`config.mk`:
```
export PLATFORM = sky130hd
export DESIGN_NAME = multiword_adder_ctrl
export DESIGN_NICKNAME = d
export VERILOG_FILES = /design/src/rtl/multiword_adder_ctrl.sv
export SDC_FILE = /design/constraint.sdc
export NUM_CORES = 1
export LEC_CHECK = 0
export ABC_CLOCK_PERIOD_IN_PS = 3900
export BUFFER_PORTS_ARGS = -buffer_cell sky130_fd_sc_hd__clkbuf_2
export CORE_MARGIN = 2
export CORE_UTILIZATION = 56
export CTS_CLUSTER_SIZE = 10
export DETAILED_ROUTE_END_ITERATION = 7
export PLACE_DENSITY_LB_ADDON = 0.12
export SYNTH_ARGS = -nofsm -noshare
export SYNTH_HDL_FRONTEND = slang
export SYNTH_SLANG_ARGS = --single-unit
```
`constraint.sdc`:
```
create_clock -name clk -period 3.9 [get_ports clk]
set_input_delay 0.39 -clock clk [delete_from_list [all_inputs] [get_ports clk]]
set_output_delay 0.39 -clock clk [all_outputs]
set_load 0.02 [all_outputs]
```
`src/rtl/multiword_adder_ctrl.sv`:
```
// Multi-word add/subtract controller: processes one N-bit word per cycle
// through a single ripple-carry adder and publishes the full result at completion.
module multiword_adder_ctrl #(
  parameter int N     = 8,
  parameter int WORDS = 4
) (
  input  logic                 clk,
  input  logic                 rst_n,
  input  logic                 start,
  input  logic                 sub,
  input  logic                 abort,
  input  logic [N*WORDS-1:0]   a,
  input  logic [N*WORDS-1:0]   b,
  input  logic                 c_in,
  output logic                 ready,
  output logic                 done,
  output logic [N*WORDS-1:0]   sum,
  output logic                 c_out
);

  localparam int IW = (WORDS > 1) ? $clog2(WORDS) : 1;
  localparam logic [IW-1:0] LAST_IDX = IW'(WORDS - 1);

  typedef enum logic [1:0] {
    IDLE = 2'd0,
    RUN  = 2'd1,
    DONE = 2'd2
  } state_t;

  state_t               r_state;
  state_t               w_stateNext;
  logic [N*WORDS-1:0]   r_a;
  logic [N*WORDS-1:0]   r_b;
  logic                 r_sub;
  logic [IW-1:0]        r_idx;
  logic                 r_carry;
  logic [N*WORDS-1:0]   r_work;
  logic [N*WORDS-1:0]   r_sum;
  logic                 r_cOut;

  logic [N-1:0]         w_aWord;
  logic [N-1:0]         w_bWord;
  logic [N-1:0]         w_res;
  logic                 w_cy;
  logic [N*WORDS-1:0]   w_workNext;
  logic                 w_accept;
  logic                 w_lastWord;

  assign w_accept   = (r_state == IDLE) && start;
  assign w_lastWord = (r_idx == LAST_IDX);
  assign ready      = (r_state == IDLE);
  assign done       = (r_state == DONE);
  assign sum        = r_sum;
  assign c_out      = r_cOut;

  // One word slice per cycle; subtraction is A + ~B with the carry preloaded to 1.
  always_comb begin
    w_aWord    = r_a[r_idx*N +: N];
    w_bWord    = r_sub ? ~r_b[r_idx*N +: N] : r_b[r_idx*N +: N];
    {w_cy, w_res} = {1'b0, w_aWord} + {1'b0, w_bWord} + (N+1)'(r_carry);
    w_workNext = r_work;
    w_workNext[r_idx*N +: N] = w_res;
  end

  always_comb begin
    w_stateNext = r_state;
    case (r_state)
      IDLE: if (start) w_stateNext = RUN;
      RUN: begin
        if (abort)           w_stateNext = IDLE;
        else if (w_lastWord) w_stateNext = DONE;
      end
      DONE:    w_stateNext = IDLE;
      default: w_stateNext = IDLE;
    endcase
  end

  always_ff @(posedge clk or negedge rst_n) begin
    if (!rst_n) r_state <= IDLE;
    else        r_state <= w_stateNext;
  end

  // Result registers only move on a non-aborted final word, so partial sums stay hidden.
  always_ff @(posedge clk or negedge rst_n) begin
    if (!rst_n) begin
      r_a     <= '0;
      r_b     <= '0;
      r_sub   <= 1'b0;
      r_idx   <= '0;
      r_carry <= 1'b0;
      r_work  <= '0;
      r_sum   <= '0;
      r_cOut  <= 1'b0;
    end else if (w_accept) begin
      r_a     <= a;
      r_b     <= b;
      r_sub   <= sub;
      r_idx   <= '0;
      r_carry <= sub ? 1'b1 : c_in;
    end else if ((r_state == RUN) && !abort) begin
      r_work  <= w_workNext;
      r_carry <= w_cy;
      r_idx   <= r_idx + 1'b1;
      if (w_lastWord) begin
        r_sum  <= w_workNext;
        r_cOut <= w_cy;
      end
    end
  end

endmodule

```
==> out/qor.txt <==
====================================================================================================
Vertical die dimension ................................................................     109.1 um
Global route total overflow ...........................................................            0
Net Count, Synth ......................................................................          569
Per-cell routed wire length ...........................................................     18.39 um
EDFF count, synth .....................................................................            0
Measured slew at the worst slew-check pin .............................................     960.9 ps
Multiplexer area fraction after synthesis .............................................       17.66%
Via count .............................................................................         4300
Number of maximum-capacitance violations ..............................................            0
Largest fanout on the critical path ...................................................           11
Worst setup slack after layout ........................................................     605.4 ps
Number of register bits inferred by synthesis .........................................          135
Post-CTS resize count .................................................................            0
Worst hold path class .................................................................  in -> async
Arrival time at the worst endpoint ....................................................      3680 ps
Power spent charging and discharging nets .............................................     3.074 mW
Remaining design rule violation count .................................................            0
HPWL after detailed placement .........................................................      9612 um
Cell count after synthesis ............................................................          484
Count of synthesis-stage warnings from yosys ..........................................            0
Area delta synth->final ...............................................................       19.24%
Sort of element at the end of the critical path .......................................     register
Outcome ............................................................................... complete, no violations
Minimum period implied by the final worst setup slack .................................      3295 ps
CTS Root Buffer Type .................................................................. sky130_fd_sc_hd__clkbuf_8
Power Density ......................................................................... 961.9 nW/um^2
Syn Std Cell Area .....................................................................    6185 um^2
Setup repair bufs after CTS ...........................................................            0
Data required time at the worst endpoint ..............................................      4290 ps
Post-synthesis share of cell area spent on xor and xnor gates .........................       1.962%
Initial Utilization ...................................................................       57.30%
Die area ..............................................................................   11900 um^2
Max-slew violation count ..............................................................            0
Switching Share .......................................................................       43.34%
Worst R2R Path Depth ..................................................................           10
Number of endpoints with negative hold slack in the final report ......................            0
Syn Area/Cell .........................................................................   12.78 um^2
Netlist cell types ....................................................................           40
Post-place setup slack ................................................................     636.9 ps
Final weighted congestion in routability-driven placement .............................       0.8499
Share of power burned in combinational logic ..........................................        49.6%
Total Wirelength ......................................................................     13720 um
Row cnt ...............................................................................           38
Predominant post-synthesis flop cell .................................................. sky130_fd_sc_hd__dfrtp_1
Start of the worst register-to-register path .......................................... r_idx[0]$_DFFE_PN0P_
Worst-case clock skew .................................................................     7.518 ps
Io pins ...............................................................................          105
Post-Synth Simple-Gate Area ...........................................................       9.043%
Number of nets in the final layout ....................................................          679
Clock Power Share .....................................................................        19.6%
Antenna cell count ....................................................................            0
RSZ-0062 raised after global routing ..................................................        false
Cell Int Power ........................................................................     4.019 mW
Port-buffer cells .....................................................................          104
Kind of launch point of the worst setup path ..........................................     register
Core Footprint ........................................................................   10790 um^2
Global-route usage over all layers ....................................................       24.84%
Iter 0 DRT Violations .................................................................          207
Largest vdd supply drop ...............................................................     718.0 uV
Capturing point of the worst reg2reg path ............................................. sum[20]$_DFFE_PN0P_
Asr flop ratio synth ..................................................................       100.0%
Proportion of power drawn by flip-flops and latches ...................................        30.8%
Number of nets with antenna violations after detailed routing .........................            0
Number of buffers inserted by hold repair at cts ......................................            0
Period utilisation layout .............................................................       84.48%
Number of antenna violations at the first check in global routing .....................            0
Clock tree from TritonCTS .............................................................          yes
Clock tree buffer depth ...............................................................            2
Clock-pin slew reported for the worst setup and hold paths after clock tree synthesis .        60 ps
Clock insertion delay at the later pin of the skew report .............................       520 ps
Die Width .............................................................................     109.1 um
Via count of the first global-routing pass ............................................         4469
Clock H-tree levels ...................................................................            4
Fraction of the yosys area taken by sequential cells ..................................       54.62%
Dominant combinational cell family by area after synthesis ............................ multiplexers
DR vias/cell ..........................................................................        5.764
Compound-gate portion of the synthesized area .........................................       10.92%
Largest net degree at the start of global routing .....................................           78
Total number of clock tree sinks ......................................................          135
Total leakage power ...................................................................     3.459 nW
Type of the worst setup path ..........................................................   reg -> reg
Headroom to the max-slew limit ........................................................       35.94%
Share of post-route cells with drive strength above 1 .................................       40.10%
Number of failing setup endpoints in the final timing report ..........................            0
R2r setup slk .........................................................................       610 ps
Highest achievable clock rate .........................................................   0.3035 GHz
Synthesized-area fraction occupied by adder cells .....................................       3.277%
Router iterations before antenna repair ...............................................            5
Global-route wire length before repair ................................................     22350 um
TritonCTS buffer count ................................................................           17
Sum of negative setup slack ...........................................................         0 ps
====================================================================================================
## sequential cells by signal, indices dropped and copies added (netlist names)
signal	flops
c_out	1
r_a	32
r_b	32
r_carry	1
r_idx	2
r_state	2
r_sub	1
r_work	32
sum	32
## logic make-up (layout without fill, tap and decap cells)
| family | after synthesis | count (layout) |
|---|---|---|
| mux | 81 | 81 |
| fa+ha+maj | 15 | 15 |
| simple gates | 107 | 107 |
| compound gates | 98 | 98 |
| buf+inv | 35 | 157 |
| xor+xnor | 13 | 13 |
| flops | 135 | 135 |
## critical path, stage by stage, from the launching register on
cell,delay (ps)
sky130_fd_sc_hd__dfrtp_2,580
sky130_fd_sc_hd__mux4_2,560
sky130_fd_sc_hd__xnor2_1,230
sky130_fd_sc_hd__fa_1,240
sky130_fd_sc_hd__inv_1,60
sky130_fd_sc_hd__fa_1,390
sky130_fd_sc_hd__a21o_1,220
sky130_fd_sc_hd__a21oi_1,200
sky130_fd_sc_hd__xnor2_1,250
sky130_fd_sc_hd__a221oi_1,340
sky130_fd_sc_hd__nor2_1,80
## cell usage in the layout (no fill, tap or decap), types with 4 or more instances in the layout
cell type                   instances
sky130_fd_sc_hd__ha_1              13
sky130_fd_sc_hd__buf_4              9
sky130_fd_sc_hd__mux2_2            65
sky130_fd_sc_hd__a21oi_1           17
sky130_fd_sc_hd__dfrtp_1          134
sky130_fd_sc_hd__clkbuf_16         16
sky130_fd_sc_hd__xor2_1            10
sky130_fd_sc_hd__inv_1             11
sky130_fd_sc_hd__a221oi_1          15
sky130_fd_sc_hd__a22oi_1            4
sky130_fd_sc_hd__clkbuf_8           4
sky130_fd_sc_hd__o21ai_0           35
sky130_fd_sc_hd__and3_1            13
sky130_fd_sc_hd__nand2_1           40
sky130_fd_sc_hd__mux4_2            16
sky130_fd_sc_hd__clkbuf_2         103
sky130_fd_sc_hd__clkinv_2           6
sky130_fd_sc_hd__a22o_1            13
sky130_fd_sc_hd__a22o_2             4
sky130_fd_sc_hd__nor2_1            39
## per-stage QoR
| stage | power, mW | std cells | hold WS (ps) | utilization [%] | cell area (um^2) |
|---|---|---|---|---|---|
| finish | 7.093 | 746 | 22.39 | 68.33 | 7375 |
| global placement | 5.573 | 715 | 454.8 | 63.55 | 6859 |
| global route | 7.516 | 746 | 89.45 | 68.33 | 7375 |
| detailed placement | 5.711 | 715 | 462.7 | 63.55 | 6859 |
| floorplan | 4.609 | 484 | 94.41 | - | 6185 |
| CTS | 7.118 | 746 | 61.30 | 68.33 | 7375 |
## routing by layer
metal	share of wire, %	global-route usage, %
met1	42	31.81
met4	0.85	7.418
met2	52	42.68
met5	0	0
met3	4.3	5.140
## power by group through the flow
stage	clock [mW]	sequential (mW)	combinational, mW
6_report	1.39	2.19	3.52
3_5_place_dp	0	2.21	3.50
2_1_floorplan	0	2.21	2.40
4_1_cts	1.41	2.19	3.51
5_1_grt	1.47	2.25	3.80
3_3_place_gp	0	2.19	3.39
## cell usage after synthesis (2+ instances only)
cell type                    n  area (um^2)
sky130_fd_sc_hd__buf_4       2        15.01
sky130_fd_sc_hd__nand2b_1    2        12.51
sky130_fd_sc_hd__and3_1     13        81.33
sky130_fd_sc_hd__mux2_2     65        732.0
sky130_fd_sc_hd__inv_1      11        41.29
sky130_fd_sc_hd__a22oi_1     4        30.03
sky130_fd_sc_hd__ha_1       13        162.7
sky130_fd_sc_hd__xnor2_1     2        17.52
sky130_fd_sc_hd__o21ai_0    35        175.2
sky130_fd_sc_hd__a21oi_1    17        85.08
sky130_fd_sc_hd__a221oi_1   15        131.4
sky130_fd_sc_hd__xor2_1     10        87.58
sky130_fd_sc_hd__clkbuf_1    5        18.77
sky130_fd_sc_hd__nor4_4      3        63.81
sky130_fd_sc_hd__fa_1        2        40.04
sky130_fd_sc_hd__dfrtp_1   135         3378
sky130_fd_sc_hd__buf_1       2        7.510
sky130_fd_sc_hd__mux4_2     16        360.4
sky130_fd_sc_hd__a22o_2      4        40.04
sky130_fd_sc_hd__nand2_1    40        150.1
sky130_fd_sc_hd__buf_2      13        65.06
sky130_fd_sc_hd__and2_1      3        18.77
sky130_fd_sc_hd__a21o_1      2        15.01
sky130_fd_sc_hd__a22o_1     13        113.9
sky130_fd_sc_hd__a221oi_2    3        45.04
sky130_fd_sc_hd__inv_2       2        7.510
sky130_fd_sc_hd__nor2_1     39        146.4
## worst max path at each step
stage	start	end	slack [ps]	cells past startpoint
2_1_floorplan	r_idx[0]$_DFFE_PN0P_	sum[22]$_DFFE_PN0P_	790	11
3_3_place_gp	r_idx[0]$_DFFE_PN0P_	sum[6]$_DFFE_PN0P_	750	10
3_5_place_dp	r_idx[0]$_DFFE_PN0P_	sum[22]$_DFFE_PN0P_	640	10
4_1_cts	r_idx[0]$_DFFE_PN0P_	sum[20]$_DFFE_PN0P_	590	10
5_1_grt	r_idx[0]$_DFFE_PN0P_	sum[28]$_DFFE_PN0P_	370	10
6_report	r_idx[0]$_DFFE_PN0P_	sum[20]$_DFFE_PN0P_	610	10
## cell type report
cell class,instances,area [um^2]
clock buffer,22,462.9
clock inverter,9,52.55
fill,770,3418
inverter,13,48.80
multi-input combinational,314,2653
sequential,135,3379
tap,140,175.2
timing repair buffer,113,603.1
Power figures use the tool's default switching activity.
